`config.mk`:
```
export PLATFORM = sky130hd
export DESIGN_NAME = control_seq
export DESIGN_NICKNAME = d
export VERILOG_FILES = /design/src/rtl/control_seq.sv
export SDC_FILE = /design/constraint.sdc
export NUM_CORES = 1
export LEC_CHECK = 0
export ABC_AREA = 1
export CAP_MARGIN = 25
export CORE_AREA = 2 2 39 41
export DETAILED_ROUTE_END_ITERATION = 6
export DIE_AREA = 0 0 41 43
export HOLD_SLACK_MARGIN = 0.02
export PLACE_DENSITY = 0.57
export SYNTH_ARGS = -nofsm -noshare
export SYNTH_HDL_FRONTEND = slang
export SYNTH_SLANG_ARGS = --single-unit
export TNS_END_PERCENT = 5
```
`constraint.sdc`:
```
create_clock -name clk_i -period 1.2 [get_ports clk_i]
set_input_delay 0.24 -clock clk_i [delete_from_list [all_inputs] [get_ports clk_i]]
set_output_delay 0.24 -clock clk_i [all_outputs]
set_load 0.01 [all_outputs]
```
`src/rtl/control_seq.sv`:
```
`default_nettype none
// ============================================================================
//  Module   : control_seq
//  Purpose  : Multi-cycle RV32I instruction sequencer. Steps each instruction
//             through FETCH, DECODE, EXEC, optional MEM and WB, waits on the
//             memory ready handshake with an optional timeout, and parks in
//             HALT on a fault until reset.
//  Options  : define CONTROL_TRAP_EN to trap unlisted opcodes into HALT and
//             expose the sticky illegal_o flag. Without it, unlisted opcodes
//             retire as NOPs.
//  Revision : 1.0 - initial release
// ============================================================================
module control_seq #(
  parameter int MEM_TIMEOUT = 0,  // max wait cycles in FETCH/MEM, 0 = unlimited
  parameter int WB_MERGE    = 0   // 1: non-memory instructions retire in EXEC
) (
  input  logic       clk_i,
  input  logic       reset_i,
  input  logic [6:0] opcode_i,
  input  logic       mem_ready_i,
  output logic [2:0] step_o,
  output logic       fetch_o,
  output logic       mem_re_o,
  output logic       mem_we_o,
  output logic       ir_we_o,
  output logic       reg_re1_o,
  output logic       reg_re2_o,
  output logic       reg_we_o,
  output logic       pc_enable_o,
  output logic       halted_o,
`ifdef CONTROL_TRAP_EN
  output logic       illegal_o,
`endif
  output logic       bus_err_o
);

  // State codes double as the externally visible step number.
  localparam logic [2:0] C_FETCH  = 3'd0;
  localparam logic [2:0] C_DECODE = 3'd1;
  localparam logic [2:0] C_EXEC   = 3'd2;
  localparam logic [2:0] C_MEM    = 3'd3;
  localparam logic [2:0] C_WB     = 3'd4;
  localparam logic [2:0] C_HALT   = 3'd7;

  localparam logic [6:0] C_OP_LOAD   = 7'b0000011;
  localparam logic [6:0] C_OP_STORE  = 7'b0100011;
  localparam logic [6:0] C_OP_IMM    = 7'b0010011;
  localparam logic [6:0] C_OP_OP     = 7'b0110011;
  localparam logic [6:0] C_OP_LUI    = 7'b0110111;
  localparam logic [6:0] C_OP_AUIPC  = 7'b0010111;
  localparam logic [6:0] C_OP_BRANCH = 7'b1100011;
  localparam logic [6:0] C_OP_JAL    = 7'b1101111;
  localparam logic [6:0] C_OP_JALR   = 7'b1100111;

  // Wait counter only needs to reach MEM_TIMEOUT-1; keep at least one bit so
  // the timeout-disabled build still has a legal vector.
  localparam int CNT_W = (MEM_TIMEOUT > 0) ? $clog2(MEM_TIMEOUT + 1) : 1;
  localparam logic [CNT_W-1:0] C_TO_LAST =
    CNT_W'((MEM_TIMEOUT > 0) ? MEM_TIMEOUT - 1 : 0);

  logic [2:0]       state_q, state_d;
  logic [CNT_W-1:0] cnt_q, cnt_d;
  logic             bus_err_q, bus_err_d;

  logic w_is_load;
  logic w_is_store;
  logic w_is_mem;
  logic w_writes_rd;
  logic w_waiting;
  logic w_timeout;
  logic w_trap;

  assign w_is_load  = (opcode_i == C_OP_LOAD);
  assign w_is_store = (opcode_i == C_OP_STORE);
  assign w_is_mem   = w_is_load | w_is_store;

  // Decode which listed opcodes write the register file; also marks legality.
  logic w_listed;
  always_comb begin
    w_writes_rd = 1'b0;
    w_listed    = 1'b0;
    case (opcode_i)
      C_OP_IMM, C_OP_OP, C_OP_LUI, C_OP_AUIPC,
      C_OP_LOAD, C_OP_JAL, C_OP_JALR: begin
        w_writes_rd = 1'b1;
        w_listed    = 1'b1;
      end
      C_OP_STORE, C_OP_BRANCH: begin
        w_listed    = 1'b1;
      end
      default: ;
    endcase
  end

`ifdef CONTROL_TRAP_EN
  assign w_trap = ~w_listed;
`else
  // Unlisted opcodes fall through as NOPs, so legality is not consulted.
  logic w_unused_listed;
  assign w_unused_listed = w_listed;
  assign w_trap          = 1'b0;
`endif

  // A wait cycle is any FETCH/MEM cycle without the memory acknowledging.
  assign w_waiting = ((state_q == C_FETCH) || (state_q == C_MEM)) && !mem_ready_i;
  // The handshake wins: a ready in the last allowed cycle is not a timeout.
  assign w_timeout = (MEM_TIMEOUT != 0) && w_waiting && (cnt_q == C_TO_LAST);

  // Wait counter runs only while waiting, so it is zero on every entry into
  // FETCH or MEM.
  assign cnt_d     = w_waiting ? (cnt_q + CNT_W'(1)) : '0;
  assign bus_err_d = bus_err_q | w_timeout;

  // State register plus wait counter and sticky fault flags.
  always_ff @(posedge clk_i) begin
    if (reset_i) begin
      state_q   <= C_FETCH;
      cnt_q     <= '0;
      bus_err_q <= 1'b0;
    end else begin
      state_q   <= state_d;
      cnt_q     <= cnt_d;
      bus_err_q <= bus_err_d;
    end
  end

`ifdef CONTROL_TRAP_EN
  logic illegal_q;
  // Sticky illegal-opcode flag, set as EXEC traps into HALT.
  always_ff @(posedge clk_i) begin
    if (reset_i) begin
      illegal_q <= 1'b0;
    end else if ((state_q == C_EXEC) && w_trap) begin
      illegal_q <= 1'b1;
    end
  end
  assign illegal_o = illegal_q;
`endif

  // Next-state selection per phase and opcode.
  always_comb begin
    state_d = state_q;
    case (state_q)
      C_FETCH: begin
        if (mem_ready_i)    state_d = C_DECODE;
        else if (w_timeout) state_d = C_HALT;
      end
      C_DECODE: state_d = C_EXEC;
      C_EXEC: begin
        if (w_is_mem)           state_d = C_MEM;
        else if (w_trap)        state_d = C_HALT;
        else if (WB_MERGE != 0) state_d = C_FETCH;
        else                    state_d = C_WB;
      end
      C_MEM: begin
        if (mem_ready_i)    state_d = C_WB;
        else if (w_timeout) state_d = C_HALT;
      end
      C_WB:    state_d = C_FETCH;
      C_HALT:  state_d = C_HALT;
      default: state_d = C_FETCH;
    endcase
  end

  // Strobes decoded from the current phase; all suppressed during reset.
  always_comb begin
    fetch_o     = 1'b0;
    mem_re_o    = 1'b0;
    mem_we_o    = 1'b0;
    ir_we_o     = 1'b0;
    reg_re1_o   = 1'b0;
    reg_re2_o   = 1'b0;
    reg_we_o    = 1'b0;
    pc_enable_o = 1'b0;
    if (!reset_i) begin
      case (state_q)
        C_FETCH: begin
          fetch_o  = 1'b1;
          mem_re_o = 1'b1;
          ir_we_o  = mem_ready_i;
        end
        C_DECODE: begin
          reg_re1_o = 1'b1;
          reg_re2_o = 1'b1;
        end
        C_EXEC: begin
          if ((WB_MERGE != 0) && !w_is_mem && !w_trap) begin
            pc_enable_o = 1'b1;
            reg_we_o    = w_writes_rd;
          end
        end
        C_MEM: begin
          mem_re_o = w_is_load;
          mem_we_o = w_is_store;
        end
        C_WB: begin
          pc_enable_o = 1'b1;
          reg_we_o    = w_writes_rd;
        end
        default: ;
      endcase
    end
  end

  assign step_o    = state_q;
  assign halted_o  = (state_q == C_HALT);
  assign bus_err_o = bus_err_q;

endmodule
`default_nettype wire

```
==> flow_metrics.env <==
export IMPL_synth_top_cells_by_area="dfxtp_1 19%, nand2_1 13%, inv_1 11%, nor2_1 8.4%, nand2_2 8.0%"
export IMPL_start_kind="input port"
export IMPL_grt_max_degree=6
export IMPL_swShare_pct=36.8
export IMPL_ant_nets=0
export IMPL_io_pins=23
export IMPL_hold_viol_final=0
export IMPL_cp_max_fo=2
export IMPL_num_rows=14
export IMPL_place_ws_ps=-832
export IMPL_required_ps=960
export IMPL_synthTopCellsByCount="11 x nand2_1, 9 x inv_1, 7 x nor2_1, 4 x nand2_2, 4 x nand3_1"
export IMPL_fp_dieH_um=43
export IMPL_dp_hpwl_um=782
export IMPL_peakVddDrop_v=0.000638
export IMPL_gp_congestion=0.731
export IMPL_fin_ws_ps=-148
export IMPL_internal_power_mw=0.412
export IMPL_htreeDepth=1
export IMPL_yosysTopAreaCell="dfxtp_1"
export IMPL_p_clk_share_pct=26.8
export IMPL_finalHoldWorstSlack_ps=481
export IMPL_maxCapViolCount=0
export IMPL_wirelength_mm=1.13
export IMPL_cts_tree="yes"
export IMPL_synth_cells=55
export IMPL_io_buffers=21
export IMPL_first_iter_violations=4
export IMPL_async_flop_share_pct=0
export IMPL_clock_latency_ps=230
export IMPL_synthFlopType="dfxtp_1"
export IMPL_seqPwrFrac_pct=21.5
export IMPL_fin_crit_ps=1350
export IMPL_synth_top_area_share_pct=19.3
export IMPL_largest_reg_flops=3
export IMPL_nets=113
export IMPL_yosysWarnings=0
export IMPL_ys_seq_area_share_pct=19.3
export IMPL_setup_worst_path_end_class="output pin"
export IMPL_synth_area_per_cell_um2=5.66
export IMPL_layout_drive_gt1_share_pct=68.6
export IMPL_clk_pin_slew_ps=40
export IMPL_start_util_pct=22.5
export IMPL_min_path_type="input port to flip-flop"
export IMPL_setup_viol=12
export IMPL_area_growth_pct=145
export IMPL_antenna_found_initial=0
export IMPL_vias_per_cell=4.09
export IMPL_rsz0062_at_grt="yes"
export IMPL_crit_type="input port to output pin"
export IMPL_grt_use_total_pct=13.4
export IMPL_fin_tns_setup_ps=-1090
export IMPL_min_period_over_period_pct=112
export IMPL_grt_pass1_wl_mm=1.59
export IMPL_switchingPower_mw=0.240
export IMPL_vias=483
export IMPL_grt_pass1_vias=415
export IMPL_cts_hold_buffers=0
export IMPL_synthDistinctLibCells=19
export IMPL_fp_dieArea_um2=1760
export IMPL_arrival_ps=1110
export IMPL_cellLeakagePower_nw=0.412
export IMPL_core_area_um2=1380
export IMPL_clk_path_buf_depth=2
export IMPL_slew_viol_final=0
export IMPL_synth_edf_count=0
export IMPL_clock_sinks=3
export IMPL_n_antenna_cell=0
export IMPL_die_width_um=41
export IMPL_status="complete, but fails checks"
export IMPL_pwr_share_comb_pct=51.7
export IMPL_nFillCells=142
export IMPL_yosys_cell_count_top_type="nand2_1"
export IMPL_synth_area_um2=312
export IMPL_root_buffer="clkbuf_4"
export IMPL_drt_drc_violations_left=0
export IMPL_cts_buffers=3
export IMPL_finClkSkew_ps=2.17
export IMPL_gr_total_overflow=0
export IMPL_wire_per_inst_um=9.61
export IMPL_fmax_mhz=742
export IMPL_violations="setup timing"
export IMPL_ys_ff_latch=3
export IMPL_p_per_area_nw_per_um2=855
export IMPL_firstDrtPassIters=4
export IMPL_synth_fp_nets=65
## stage by stage
step	utilization, %	cell area, um^2	instances	total power, mW
floorplan	-	318	55	0.267
global placement	48.8	676	109	0.454
detailed placement	48.8	676	109	0.455
CTS	52.8	731	118	0.631
global route	55.1	762	118	0.698
finish	55.1	762	118	0.651
## routing by layer
metal	GRT usage, %	vias up	wire length, um
met5	0	-	0
met4	8.00	0	0
met3	0	0	51
met2	20.0	11	574
met1	18.3	209	507
li1	-	263	-
## cells in the final DEF, fill, tap and decap left out, types with 2 or more instances in the layout
| master | instances |
|---|---|
| buf_4 | 25 |
| dlygate4sd2_1 | 8 |
| buf_2 | 8 |
| nand2_2 | 7 |
| inv_1 | 6 |
| nand2_1 | 6 |
| inv_2 | 5 |
| nor2_2 | 4 |
| nor2_4 | 3 |
| nand3_2 | 3 |
| a21oi_2 | 3 |
| clkbuf_4 | 3 |
| nand2_4 | 2 |
| nor2_1 | 2 |
| nor3_2 | 2 |
| clkbuf_2 | 2 |
| dfxtp_4 | 2 |
## cell families after synthesis
logic type	after synthesis	share of synthesized area, %
AO/OA/AOI/OAI	6	12.0
flip-flops	3	19.3
AND/OR/NAND/NOR	32	49.4
other	1	1.20
buffers and inverters	13	18.1
## critical path, cell delays in order
cell and delay (ps):
dlygate4sd2_1 260, buf_4 140, o21ai_1 70, o211ai_1 110, a21oi_2 150, buf_2 140
## final timing paths
| kind | from | end | slack [ps] | cells after the start |
|---|---|---|---|---|
| worst min register to register | step_o[1] | step_o[2] | 720 | 5 |
| worst max register to register | step_o[1] | step_o[0] | 60 | 7 |
| worst min-delay path | reset_i | step_o[0] | 480 | 3 |
| worst max-delay path | opcode_i[6] | reg_we_o | -150 | 6 |
## repair_timing
item,CTS,global route
buffers inserted,5,0
endpoints found under the hold margin,0,0
cloned,0,0
setup endpoints to repair,14,13
pin swaps,9,8
gates resized for setup,57,21
## power by group through the flow
| stage | Combinational, mW | Sequential [mW] | Clock, mW |
|---|---|---|---|
| after floorplan | 0.131 | 0.136 | 0 |
| after global placement | 0.327 | 0.126 | 0 |
| after detailed placement | 0.329 | 0.126 | 0 |
| after CTS | 0.314 | 0.129 | 0.188 |
| after global routing | 0.367 | 0.141 | 0.189 |
| final | 0.337 | 0.140 | 0.175 |
## layout make-up
cell class              instances  area, um^2  area share, %
clock buffers                   4        26.3           3.45
well taps                      16        20.0           2.63
repair buffers                 45         328           43.0
flip-flops and latches          3        67.6           8.87
inverters                      11        41.3           5.42
multi-input cells              39         279           36.6
No activity file was read; power rests on OpenSTA's default activity.
